$ cat config.mk
export PLATFORM = sky130hd
export DESIGN_NAME = small_tensor_core
export DESIGN_NICKNAME = d
export VERILOG_FILES = /design/src/rtl/tensor_core_pkg.sv /design/src/rtl/tensor_core_dot_product.sv /design/src/rtl/small_tensor_core.sv
export SDC_FILE = /design/constraint.sdc
export NUM_CORES = 1
export LEC_CHECK = 0
export ABC_AREA = 1
export BUFFER_PORTS_ARGS = -buffer_cell sky130_fd_sc_hd__clkbuf_2
export CAP_MARGIN = 20
export CORE_ASPECT_RATIO = 0.75
export CORE_MARGIN = 2
export CORE_UTILIZATION = 45
export CTS_CLUSTER_DIAMETER = 80
export DETAILED_ROUTE_END_ITERATION = 7
export PLACE_DENSITY = 0.7
export SLEW_MARGIN = 20
export SYNTH_ARGS = -nofsm -noshare
export SYNTH_HDL_FRONTEND = slang
export SYNTH_HIERARCHICAL = 1
export SYNTH_SLANG_ARGS = --single-unit
$ cat constraint.sdc
create_clock -name clock_in -period 5.9 [get_ports clock_in]
set_input_delay 0.59 -clock clock_in [delete_from_list [all_inputs] [get_ports clock_in]]
set_output_delay 0.59 -clock clock_in [all_outputs]
set_load 0.005 [all_outputs]
$ cat src/rtl/tensor_core_pkg.sv
// Shared types and defaults for the small tensor core.
// Element/matrix typedefs and the sequencing FSM state enum.
package tensor_core_pkg;

    localparam int TC_DATA_WIDTH = 4;
    localparam int TC_DIM        = 4;

    typedef logic signed [TC_DATA_WIDTH-1:0] elem_t;
    typedef elem_t [TC_DIM-1:0] vec_t;
    typedef vec_t  [TC_DIM-1:0] mat_t;

    typedef enum logic [1:0] {
        S_IDLE    = 2'd0,
        S_COMPUTE = 2'd1,
        S_DONE    = 2'd2
    } state_t;

endpackage

$ cat src/rtl/tensor_core_dot_product.sv
// One DIM-term signed dot product with reduction to DATA_WIDTH.
// Wraps by default; clamps when TENSOR_CORE_SATURATE_EN is defined.
module tensor_core_dot_product
    import tensor_core_pkg::*;
#(
    parameter int DATA_WIDTH = TC_DATA_WIDTH,
    parameter int DIM        = TC_DIM
) (
    input  logic [DIM-1:0][DATA_WIDTH-1:0] i_row,
    input  logic [DIM-1:0][DATA_WIDTH-1:0] i_col,
    output logic [DATA_WIDTH-1:0]          o_result
);

    localparam int ACC_W = 2*DATA_WIDTH + 2;
    localparam int MAX_I = (2**(DATA_WIDTH-1)) - 1;
    localparam int MIN_I = -(2**(DATA_WIDTH-1));

    logic signed [ACC_W-1:0] w_acc;
    logic signed [ACC_W-1:0] w_prod;

    // Full-precision multiply-accumulate across the row/column pair.
    always_comb begin
        w_acc  = '0;
        w_prod = '0;
        for (int k = 0; k < DIM; k++) begin
            w_prod = ACC_W'($signed(i_row[k])) * ACC_W'($signed(i_col[k]));
            w_acc  = w_acc + w_prod;
        end
    end

`ifdef TENSOR_CORE_SATURATE_EN
    // Clamp to the representable signed range of one element.
    always_comb begin
        if (w_acc > ACC_W'(MAX_I)) begin
            o_result = DATA_WIDTH'(MAX_I);
        end else if (w_acc < ACC_W'(MIN_I)) begin
            o_result = DATA_WIDTH'(MIN_I);
        end else begin
            o_result = w_acc[DATA_WIDTH-1:0];
        end
    end
`else
    logic w_unused_hi;
    assign w_unused_hi = ^{w_acc[ACC_W-1:DATA_WIDTH], MAX_I[0], MIN_I[0]};

    // Two's-complement wrap: keep the low bits only.
    always_comb begin
        o_result = w_acc[DATA_WIDTH-1:0];
    end
`endif

endmodule

$ cat src/rtl/small_tensor_core.sv
// Sequential DIM x DIM signed matrix multiply, one element per cycle.
// Build option: TENSOR_CORE_SATURATE_EN selects clamping over wrap.
module small_tensor_core
    import tensor_core_pkg::*;
#(
    parameter int DATA_WIDTH = TC_DATA_WIDTH,
    parameter int DIM        = TC_DIM
) (
    input  logic                                   clock_in,
    input  logic                                   reset_in,
    input  logic                                   tensor_core_register_file_write_enable,
    input  logic [DIM-1:0][DIM-1:0][DATA_WIDTH-1:0] tensor_core_input1,
    input  logic [DIM-1:0][DIM-1:0][DATA_WIDTH-1:0] tensor_core_input2,
    output logic [DIM-1:0][DIM-1:0][DATA_WIDTH-1:0] tensor_core_output,
    output logic                                   is_done_with_calculation
);

    localparam int IW = $clog2(DIM*DIM);
    localparam int JW = $clog2(DIM);

    state_t r_state;
    state_t w_next;

    logic                                   r_pending;
    logic                                   r_done;
    logic [IW-1:0]                          r_idx;
    logic [DIM-1:0][DIM-1:0][DATA_WIDTH-1:0] r_a;
    logic [DIM-1:0][DIM-1:0][DATA_WIDTH-1:0] r_b;
    logic [DIM-1:0][DIM-1:0][DATA_WIDTH-1:0] r_c;

    logic                          w_we;
    logic                          w_start;
    logic                          w_write;
    logic                          w_last;
    logic [JW-1:0]                 w_i;
    logic [JW-1:0]                 w_j;
    logic [DIM-1:0][DATA_WIDTH-1:0] w_row;
    logic [DIM-1:0][DATA_WIDTH-1:0] w_col;
    logic [DATA_WIDTH-1:0]         w_dot;

    assign w_we   = tensor_core_register_file_write_enable;
    assign w_i    = r_idx[IW-1:JW];
    assign w_j    = r_idx[JW-1:0];
    assign w_last = (r_idx == IW'(DIM*DIM-1));

    assign tensor_core_output       = r_c;
    assign is_done_with_calculation = r_done;

    // Gather row i of A and column j of B for the current element.
    always_comb begin
        w_row = r_a[w_i];
        w_col = '0;
        for (int k = 0; k < DIM; k++) begin
            w_col[k] = r_b[k][w_j];
        end
    end

    tensor_core_dot_product #(
        .DATA_WIDTH(DATA_WIDTH),
        .DIM       (DIM)
    ) u_dot (
        .i_row   (w_row),
        .i_col   (w_col),
        .o_result(w_dot)
    );

    // State register.
    always_ff @(posedge clock_in or posedge reset_in) begin
        if (reset_in) begin
            r_state <= S_IDLE;
        end else begin
            r_state <= w_next;
        end
    end

    // Next-state and per-edge control strobes.
    always_comb begin
        w_next  = r_state;
        w_start = 1'b0;
        w_write = 1'b0;
        unique case (r_state)
            S_IDLE: begin
                if (r_pending && !w_we) begin
                    w_next  = S_COMPUTE;
                    w_start = 1'b1;
                end
            end
            S_COMPUTE: begin
                if (w_we) begin
                    w_next = S_IDLE;
                end else begin
                    w_write = 1'b1;
                    if (w_last) begin
                        w_next = S_DONE;
                    end
                end
            end
            S_DONE: begin
                w_next = S_IDLE;
            end
            default: begin
                w_next = S_IDLE;
            end
        endcase
    end

    // Operand snapshot, element index, pending flag, results and done pulse.
    always_ff @(posedge clock_in or posedge reset_in) begin
        if (reset_in) begin
            r_pending <= 1'b0;
            r_done    <= 1'b0;
            r_idx     <= '0;
            r_a       <= '0;
            r_b       <= '0;
            r_c       <= '0;
        end else begin
            r_done <= w_write && w_last;
            if (w_we) begin
                r_pending <= 1'b1;
            end else if (w_start) begin
                r_pending <= 1'b0;
            end
            if (w_start) begin
                r_a   <= tensor_core_input1;
                r_b   <= tensor_core_input2;
                r_idx <= '0;
            end
            if (w_write) begin
                r_c[w_i][w_j] <= w_dot;
                r_idx         <= r_idx + 1'b1;
            end
        end
    end

endmodule

* After elaboration in Yosys (flattened, before gate mapping)
Cells that the tools add are included.
Storage, ports and cells: word-level logic and storage cells 104, memory bits (writable) 0, input bits 131, latch bits 0, output and inout bits 65, memories kept 0, bits in read-only memories 0, register bits 200
Operators by class: div/mod/pow operators 0, add/sub/neg operators 4, shifts and indexed selects 0, multiply operators 4, reductions and logical operators 9, eq/ne operators 4, muxes and demuxes 27, bitwise logic cells 0, magnitude comparators 4
Operator list (count):
- $bwmux W64 | 1
- $bmux W16 S2 | 1
- $bmux W4 S2 | 4
- $demux W16 S2 | 1
- $mux W16 | 2
- $mux W4 | 7
- $mul A4 B4 Y4 | 4
- $add A4 B4 Y4 | 3
- $demux W4 S2 | 1
- $lt A2 B3 Y1 const B | 2
- $mux W1 | 6
- $mux W2 | 3
- $add A4 B1 Y4 const B | 1
- $eq A4 B4 Y1 const B | 1
- $ge A2 B1 Y1 const B | 2
- $logic_and A1 B1 Y1 | 4
- $pmux W2 S2 | 1
- $reduce_bool A2 Y1 | 2
- $ne A3 B3 Y1 const B | 1
- $eq A2 B1 Y1 const B | 1
- $logic_not A2 Y1 | 1
- $ne A2 B2 Y1 const B | 1
- $reduce_and A2 Y1 | 1
- $logic_not A1 Y1 | 1

* Logic depth before layout (Yosys ltp)
Gate-level depths: netlist (run 1).
depth in word-level cells 7, gate-level depth with buffers 34, mapped depth without buffers 30

* Modules after synthesis
Netlist (run 1), hierarchy kept.
Modules (own cells, without submodules):
- small_tensor_core | cells an instance 1108, sequential area each 5004.8 um2, times used 1, area an instance 8938.6 um2
- tensor_core_dot_product | cells an instance 255, sequential area each 0.0 um2, times used 1, area an instance 1447.6 um2

* Worst setup path after synthesis (run 1)
OpenSTA, ideal clock, no wires.
path kind reg-to-reg, start point reg r_idx[0], end point reg r_c, in the netlist tensor_core_output[59], path slack 139 ps, path buffers 4, setup time 66 ps, arrival 5695 ps, clock period less this slack 5761 ps, required time 5834 ps, cell stages (with the launch flop) 31, cell sequence dfrtp_1 -> buf_2 -> inv_2 -> clkbuf_1 -> o21ai_0 -> o21ai_1 -> nand2_1 -> fa_1 -> inv_1 -> fa_1 -> ha_1 -> fa_1 -> fa_1 -> inv_1 -> fa_1 -> inv_1 -> ha_1 -> a21o_1 -> nand2_1 -> nand2_1 -> nand2_1 -> nand2_1 -> inv_1 -> nand2_1 -> nand2_1 -> nand2_1 -> nand2_1 -> buf_1 -> clkbuf_1 -> nand3_1 -> nand2_1
RTL lines:
- start: declaration | line small_tensor_core.sv:26 | logic [IW-1:0] r_idx;
- start signal: assignment | line small_tensor_core.sv:130 | r_idx <= r_idx + 1'b1;
- end signal: indexed assignment | line small_tensor_core.sv:129 | r_c[w_i][w_j] <= w_dot;
- end: declaration | line small_tensor_core.sv:29 | logic [DIM-1:0][DIM-1:0][DATA_WIDTH-1:0] r_c;

==> flow_summary.json, run 1 <==
{
  "coreArea_mm2": 0.0228,
  "grt.total_usage": 0.225,
  "cpPeakStageDelay_ns": 0.53,
  "tns_ns": 0,
  "drv_slew": 0,
  "die_area_mm2": 0.0243,
  "rows": 48,
  "yosysSeqAreaShare": 0.482,
  "worstSetupPathType": "reg2reg",
  "drive_gt1_frac": 0.193,
  "cts.clk_slew.worst_paths_ns": 0.08,
  "crit_slowest_cell": "fa_1",
  "drt_iter0_markers": 656,
  "fillers": 2212,
  "syn_area_mm2": 0.0104,
  "tritoncts": "yes",
  "drv_cap": 0,
  "grt_pass1_vias": 8641,
  "fmax_mhz": 182,
  "async_flop_share": 1.00,
  "slew_headroom": 0.466,
  "rsz0062_at_grt": "no",
  "ys.flop_type": "dfrtp_1",
  "vias": 9030,
  "fin_skew_ns": 0.0149,
  "syn_to_final_growth_pct": 19.0,
  "clockBufferDepth": 2,
  "postSynthCellCount": 1363,
  "viasPerCell": 4.86,
  "ant_nets": 0,
  "antenna-diode-count": 0,
  "finalWorstSetupSlack_ns": 0.401,
  "tightestPinTransition_ns": 0.802,
  "critPathLaunchType": "register",
  "grt_max_degree": 135,
  "wl_per_cell_um": 14.4,
  "routed_wl_mm": 26.7,
  "start_util": 0.455,
  "cts_buffers": 17,
  "placed_cells": 1821,
  "fp.dieW_um": 179,
  "drcViolationCount": 0,
  "numPortBuffers": 195,
  "chipHeight_um": 136,
  "ios": 196,
  "yosysWarningCount": 6,
  "clock-sinks": 200,
  "preCtsSetupSlack_ns": 0.208,
  "synth_cell_types": 29,
  "finalCriticalPeriod_ns": 5.50,
  "synth_edf_count": 0,
  "crit_fanout": 16,
  "syn_avg_cell_area_um2": 7.62,
  "antenna_found_initial": 0,
  "required_ns": 6.28,
  "ys_ff_latch": 200,
  "fin_cells": 1857,
  "drtPass1Iterations": 5,
  "hp-class": "in2async",
  "gp_congestion": 0.857,
  "status": "complete, no violations",
  "clock_latency_ns": 0.44,
  "cts_root_buf": "clkbuf_16",
  "crit_top_cell": "nand2_1",
  "syn-num-nets": 1531,
  "end_kind": "register",
  "post-route-period-util": 0.932,
  "r2r_cells": 29,
  "htreeDepth": 4,
  "grt_pass1_wl_mm": 43.6,
  "final_nets": 1712,
  "arrival_ns": 5.88,
  "setup_viol": 0,
  "hpwl_mm": 19.7,
  "finalHoldViolCount": 0,
  "grt-ovfl-total": 0
}
-- path summary, 6_finish.rpt --
| kind | from | to | slack, ns |
|---|---|---|---|
| max in group asynchronous | reset_in | r_a[2] | 4.41 |
| min | reset_in | r_a[63] | 0.15 |
| max | r_idx[2] | tensor_core_output[63] | 0.40 |
| max reg2reg | r_idx[2] | tensor_core_output[63] | 0.40 |
| min in group clock_in | tensor_core_input2[4] | r_b[4] | 0.35 |
| min reg2reg | tensor_core_output[59] | tensor_core_output[59] | 0.47 |
-- kinds of logic (layout without fill, tap and decap cells) --
family	count (synthesis)	after routing	share of synthesized area
AND/OR/NAND/NOR	662	662	0.261
flip-flops	200	200	0.482
adder cells (fa/ha/maj)	37	37	0.0540
XOR/XNOR	8	8	0.00675
buffers and inverters	271	465	0.107
AO/OA/AOI/OAI	185	185	0.0896
-- routing by layer --
layer  up-vias  share of wire  global-route usage
li1       4544              -                   -
met1      4201           0.48               0.323
met2       258           0.45               0.346
met3        27          0.061              0.0503
met4         0          0.014              0.0619
met5         -              0                   0
-- critical path: cells and delay by family, from the launching register on --
family          cells  cell delay, ns
fa+ha+maj           7            2.84
simple gates       14            1.26
buf+inv             7            0.67
flops               1            0.49
compound gates      1            0.19
-- synthesized netlist by cell type, types with 10 or more instances --
master,number,share of area
nand2_1,486,0.18
inv_1,202,0.073
dfrtp_1,200,0.48
o21ai_0,111,0.053
o21ai_1,71,0.034
nand3_1,68,0.033
nor2_1,65,0.023
ha_1,24,0.029
buf_2,22,0.011
clkbuf_1,17,0.0061
nand4_1,17,0.010
fa_1,13,0.025
buf_4,11,0.0080
nand2_2,10,0.0060
nor2_2,10,0.0060
-- registers in the layout, summed over array words and instances, names as in the netlist --
signal and cells:
r_state 2, r_idx 4, r_b 64, is_done_with_calculation 1, r_a 64, r_pending 1
tensor_core_output 64
-- metrics by stage --
| stage | cell area [µm²] | utilization | hold WS [ns] |
|---|---|---|---|
| global placement | 11600 | 0.509 | 0.458 |
| global route | 12400 | 0.542 | 0.162 |
| detailed placement | 11600 | 0.509 | 0.462 |
| CTS | 12200 | 0.536 | 0.338 |
| finish | 12400 | 0.542 | 0.147 |
| floorplan | 10400 | - | 0.448 |
-- cell type report --
class                           count  area (µm²)  area share
Clock buffer                       18         439      0.0355
Clock inverter                     14         173      0.0140
Inverter                          213         817      0.0661
Multi-Input combinational cell    892        4300       0.348
Sequential cell                   200        5010       0.405
Tap cell                          300         375      0.0304
Timing Repair Buffer              220        1250       0.101
-- timing repair --
item	in CTS	in global routing
endpoints found under the setup margin	0	16
hold buffers	0	0
setup buffers	0	1
resized for setup	0	21
-- cells in the final DEF, fill, tap and decap left out, types with 2 or more instances in the layout --
cell type,instances
buf_12,3
buf_4,17
buf_6,3
clkbuf_16,18
clkbuf_2,195
clkinv_8,5
clkinvlp_4,4
dfrtp_1,196
dfrtp_2,4
fa_1,13
ha_1,24
inv_1,199
inv_2,8
inv_4,2
inv_6,4
inv_8,3
nand2_1,486
nand2_2,9
nand3_1,68
nand4_1,17
nor2_1,65
nor2_2,10
nor2_4,3
o21ai_0,110
o21ai_1,66
o21ai_2,6
xnor2_1,3
xor2_1,5
Power of run 1 is left out: the tool's default activity adds up to more than one toggle a clock period on the data nets, which glitch-free logic cannot reach.
==> inputs of run 2 (changes only) <==
Settings changed: SYNTH_HIERARCHICAL 1 to unset.
==> run 2 against run 1 <==
- highest routed layer unchanged
- global-route usage rose by 1.4 points
- design area rose by 2.5%
- worst setup slack got worse by 0.27 ns
==> flow_summary.json, run 2 <==
{
  "synth_cell_types": 37,
  "required_ns": 6.24,
  "clockBufferDepth": 2,
  "synth_area_leaders": "dfrtp_1 49%, nand2_1 25%, o21ai_0 4.3%",
  "end_kind": "register",
  "rsz0062_at_grt": "yes",
  "clock-sinks": 200,
  "preCtsSetupSlack_ns": -0.0368,
  "finalInstanceArea_mm2": 0.0127,
  "synthSimpleGateAreaFrac": 0.324,
  "crit_slowest_cell": "fa_1",
  "cts.clk_slew.worst_paths_ns": 0.08,
  "cts_root_buf": "clkbuf_16",
  "die_area_mm2": 0.0240,
  "arrival_ns": 6.11,
  "fillers": 2069,
  "tritoncts": "yes",
  "drv_cap": 0,
  "start_util": 0.461,
  "cp_num_buf_inv": 6,
  "syn-num-nets": 1513,
  "synth_top_family_by_area": "simple AND/OR/NAND/NOR gates",
  "synth_edf_count": 0,
  "clock_latency_ns": 0.45,
  "finalCriticalPeriod_ns": 5.77,
  "synth_compound_area_frac": 0.0596,
  "cts_hold_buf": 0,
  "ant_nets": 0,
  "utilization": 0.570,
  "grt-ovfl-total": 0,
  "yosysSeqAreaShare": 0.489,
  "layout_common_cells": "658 x nand2_1, 198 x dfrtp_1, 195 x clkbuf_2, 93 x inv_1, 87 x o21ai_0",
  "fin_skew_ns": 0.0143,
  "syn_avg_cell_area_um2": 7.60,
  "grt.total_usage": 0.239,
  "vias": 9211,
  "wl_per_cell_um": 15.1,
  "final_common_cell": "nand2_1",
  "grt_max_degree": 201,
  "tightestPinTransition_ns": 0.703,
  "async_flop_share": 1.00,
  "hpwl_mm": 20.2,
  "htreeDepth": 4,
  "final_nets": 1719,
  "cpPeakStageDelay_ns": 0.59,
  "placedInstanceArea_mm2": 0.0116,
  "synth_most_common_cell": "nand2_1",
  "coreArea_mm2": 0.0222,
  "drcViolationCount": 0,
  "worstSetupPathType": "reg2reg",
  "setup_viol": 0,
  "synth_top_cell_area_share": 0.489,
  "cts_buffers": 17,
  "post-route-period-util": 0.978,
  "crit_top_cell": "nand2_1",
  "r2r_cells": 32,
  "status": "complete, no violations",
  "chipHeight_um": 135,
  "fmax_mhz": 173,
  "fp.dieW_um": 178,
  "synth_commonest_cells": "669 x nand2_1, 200 x dfrtp_1, 103 x inv_1",
  "syn_to_final_growth_pct": 23.7,
  "grt_pass1_vias": 8963,
  "drive_gt1_frac": 0.221,
  "cpLargestDelayFamily": "adder cells",
  "critPathLaunchType": "register",
  "finalWorstSetupSlack_ns": 0.130,
  "antenna-diode-count": 0,
  "synthAdderAreaFrac": 0.0520,
  "ys_ff_latch": 200,
  "tns_ns": 0,
  "cp_num_cells": 32,
  "ios": 196,
  "numPortBuffers": 195,
  "slew_headroom": 0.532,
  "synth-xor-area-share": 0.00855,
  "finalHoldViolCount": 0,
  "postSynthCellCount": 1348,
  "viasPerCell": 4.95,
  "gp_congestion": 0.920,
  "antenna_found_initial": 0,
  "synth_top_area_cell": "dfrtp_1",
  "rows": 47,
  "grt_pass1_wl_mm": 45.0,
  "ys.flop_type": "dfrtp_1",
  "routed_wl_mm": 28.1,
  "drtPass1Iterations": 6,
  "yosysWarningCount": 0,
  "syn_area_mm2": 0.0102,
  "drv_slew": 0,
  "drt_iter0_markers": 730,
  "synthMuxAreaShare": 0,
  "hp-class": "in2async",
  "crit_fanout": 8
}
run 2: cell types whose count changed in the layout (fill, tap and decap cells not counted), sizes merged, moves of 3 or more:
cell	before	now
o211ai	0	7
inv	217	116
o21ai	182	95
nand3	70	88
buf	24	40
nor2	78	59
nand2	496	676
ha	24	21
nand4	17	0
a21oi	1	9
run 2: layout make-up:
type / count / area [µm²] / share of cell area
clock buffer: 17 / 425 / 0.0336
sequential: 200 / 5010 / 0.395
multi-input combinational: 989 / 4800 / 0.379
clock inverter: 15 / 194 / 0.0153
tap: 294 / 368 / 0.0290
inverter: 108 / 423 / 0.0334
timing repair buffer: 238 / 1460 / 0.115
run 2: worst paths after layout:
check | start | to | slack [ns]
max | r_idx[2] | tensor_core_output[31] | 0.13
max reg2reg | r_idx[2] | tensor_core_output[31] | 0.13
min in group clock_in | tensor_core_input1[52] | r_a[52] | 0.33
min reg2reg | r_a[0] | r_a[0] | 0.49
min | reset_in | r_b[38] | 0.22
max in group asynchronous | reset_in | r_idx[3] | 4.65
run 2: cell families after synthesis:
family | after synthesis
adders and majority gates | 35
DFF | 200
buffers and inverters | 160
AOI/OAI and AO/OA | 115
and+or+nand+nor | 828
xor gates and xnor gates | 10
run 2: worst register-to-register path, delay by kind of cell, from the launching register on:
kind,cells,cell delay (ns)
flip-flops,1,0.46
AND/OR/NAND/NOR,19,1.69
buffers and inverters,6,0.67
adder cells (fa/ha/maj),7,2.86
run 2: timing repair:
| action | CTS | global route |
|---|---|---|
| endpoints found under the hold margin | 0 | 0 |
| setup endpoints to repair | 16 | 16 |
| resized for setup | 7 | 62 |
| cloned | 1 | 3 |
| pin swaps | 1 | 31 |
| setup buffers | 0 | 7 |
run 2: layer usage:
metal | up-vias | global-route usage | wire length (µm)
met5 | - | 0 | 0
met4 | 0 | 0.0641 | 462
met3 | 37 | 0.0465 | 1750
met2 | 275 | 0.363 | 12600
met1 | 4318 | 0.352 | 13300
li1 | 4581 | - | -
run 2: metrics by stage:
step | hold slack (ns) | std cells
after floorplan | 0.444 | 1348
after global placement | 0.463 | 1817
after detailed placement | 0.466 | 1817
after CTS | 0.320 | 1850
after global routing | 0.242 | 1861
final | 0.217 | 1861
Power of run 2 is left out for the same reason.
==> inputs of run 3 (changes only) <==
Settings changed: BUFFER_PORTS_ARGS -buffer_cell sky130_fd_sc_hd__clkbuf_2 to unset, DONT_BUFFER_PORTS set to 1, PLACE_DENSITY 0.7 to unset.
==> run 3 against run 2 <==
- non-clock buffer count decreased by 190
- critical path depth rose by 4
- first-iteration DRC count decreased by 12%
- design area decreased by 7.8%
- maximum frequency up 0.83%
- sequential share of layout area rose by 3.4 points
- cell count down 10%
- hold slack improved by 0.026 ns
- critical endpoint is now tensor_core_output[55]
==> flow_summary.json, run 3 (same netlist as run 2, synthesis figures left out) <==
{
  "status": "complete, no violations",
  "arrival_ns": 6.08,
  "rows": 47,
  "placedInstanceArea_mm2": 0.0107,
  "end_kind": "register",
  "required_ns": 6.25,
  "cts_buffers": 17,
  "fin_skew_ns": 0.0139,
  "grt_pass1_vias": 7979,
  "coreArea_mm2": 0.0222,
  "routed_wl_mm": 27.4,
  "vias": 8391,
  "clock_latency_ns": 0.45,
  "cp_num_buf_inv": 10,
  "start_util": 0.461,
  "cpPeakStageDelay_ns": 0.52,
  "final_common_cell": "nand2_1",
  "drcViolationCount": 0,
  "post-route-period-util": 0.970,
  "tritoncts": "yes",
  "finalHoldViolCount": 0,
  "ios": 196,
  "wl_per_cell_um": 16.4,
  "antenna-diode-count": 0,
  "clock-sinks": 200,
  "cts.clk_slew.worst_paths_ns": 0.09,
  "htreeDepth": 4,
  "cts_root_buf": "clkbuf_16",
  "crit_fanout": 8,
  "hpwl_mm": 19.8,
  "grt.total_usage": 0.234,
  "slew_headroom": 0.325,
  "final_nets": 1529,
  "hp-class": "in2reg",
  "grt_pass1_wl_mm": 43.2,
  "drtPass1Iterations": 5,
  "finalCriticalPeriod_ns": 5.72,
  "chipHeight_um": 135,
  "tightestPinTransition_ns": 1.01,
  "crit_top_cell": "nand2_1",
  "drive_gt1_frac": 0.110,
  "drt_iter0_markers": 640,
  "viasPerCell": 5.02,
  "layout_common_cells": "661 x nand2_1, 197 x dfrtp_1, 93 x inv_1, 88 x o21ai_0, 68 x nand3_1",
  "fmax_mhz": 175,
  "die_area_mm2": 0.0240,
  "antenna_found_initial": 1,
  "crit_slowest_cell": "fa_1",
  "placed_cells": 1626,
  "cpLargestDelayFamily": "adder cells",
  "grt_max_degree": 118,
  "worstSetupPathType": "reg2reg",
  "drv_slew": 0,
  "r2r_slack_ns": 0.18,
  "syn_to_final_growth_pct": 14.1,
  "finalInstanceArea_mm2": 0.0117,
  "clockBufferDepth": 2,
  "gp_congestion": 0.882,
  "numPortBuffers": 0,
  "grt-ovfl-total": 0,
  "fin_cells": 1671,
  "ant_nets": 0,
  "setup_viol": 0,
  "critPathLaunchType": "register",
  "fp.dieW_um": 178,
  "rsz0062_at_grt": "yes",
  "drv_cap": 0,
  "fillers": 2137
}
-- run 3: cell types whose count changed in the layout (fill, tap and decap cells not counted), moves of 3 or more --
cell / previous run / this run
buf_4: 29 / 35
clkbuf_2: 195 / 0
nand2_1: 658 / 661
ha_4: 6 / 3
ha_1: 15 / 18
clkinv_4: 0 / 3
-- run 3: routing by layer --
metal  share of wire  GRT usage
met1            0.48      0.350
met2            0.43      0.340
met3           0.068     0.0566
met4           0.013     0.0614
met5         0.00029          0
-- run 3: final cells by class --
class,instances,area (µm²),share of cell area
Multi-Input combinational cell,989,4760,0.408
Clock inverter,15,194,0.0166
Timing Repair Buffer,48,497,0.0425
Inverter,108,430,0.0368
Tap cell,294,368,0.0315
Clock buffer,17,425,0.0364
Sequential cell,200,5010,0.429
-- run 3: repair_timing --
item | CTS | global route
endpoints found under the hold margin | 0 | 10
setup buffers | 0 | 7
cloned | 1 | 3
setup endpoints to repair | 16 | 16
pin swaps | 2 | 30
hold buffers | 0 | 1
gates resized for setup | 7 | 55
-- run 3: per-stage QoR --
step	util	hold slack, ns	worst slack, ns	setup TNS (ns)
floorplan	-	0.444	0.161	0
global placement	0.479	0.465	0.0642	0
detailed placement	0.479	0.465	-0.0586	-0.663
CTS	0.509	0.227	0.00232	0
global route	0.526	0.232	-0.0619	-0.823
finish	0.526	0.242	0.178	0
-- run 3: path summary, 6_finish.rpt --
check / depth (start not counted) / to / startpoint
setup / recovery: 36 / tensor_core_output[55] / r_idx[2]
hold / removal: 2 / r_a[41] / tensor_core_input1[41]
setup reg to reg: 36 / tensor_core_output[55] / r_idx[2]
hold reg to reg: 2 / r_b[48] / r_b[48]
max in group asynchronous: 4 / r_idx[3] / reset_in
min in group asynchronous: 2 / tensor_core_output[12] / reset_in
-- run 3: worst reg2reg max path: cells and delay by family (launching register included) --
family	cells	cell delay [ns]
AO/OA/AOI/OAI	2	0.19
adder cells (fa/ha/maj)	7	2.90
buffers and inverters	10	0.79
flip-flops	1	0.45
AND/OR/NAND/NOR	17	1.28
Power of run 3 is left out for the same reason.
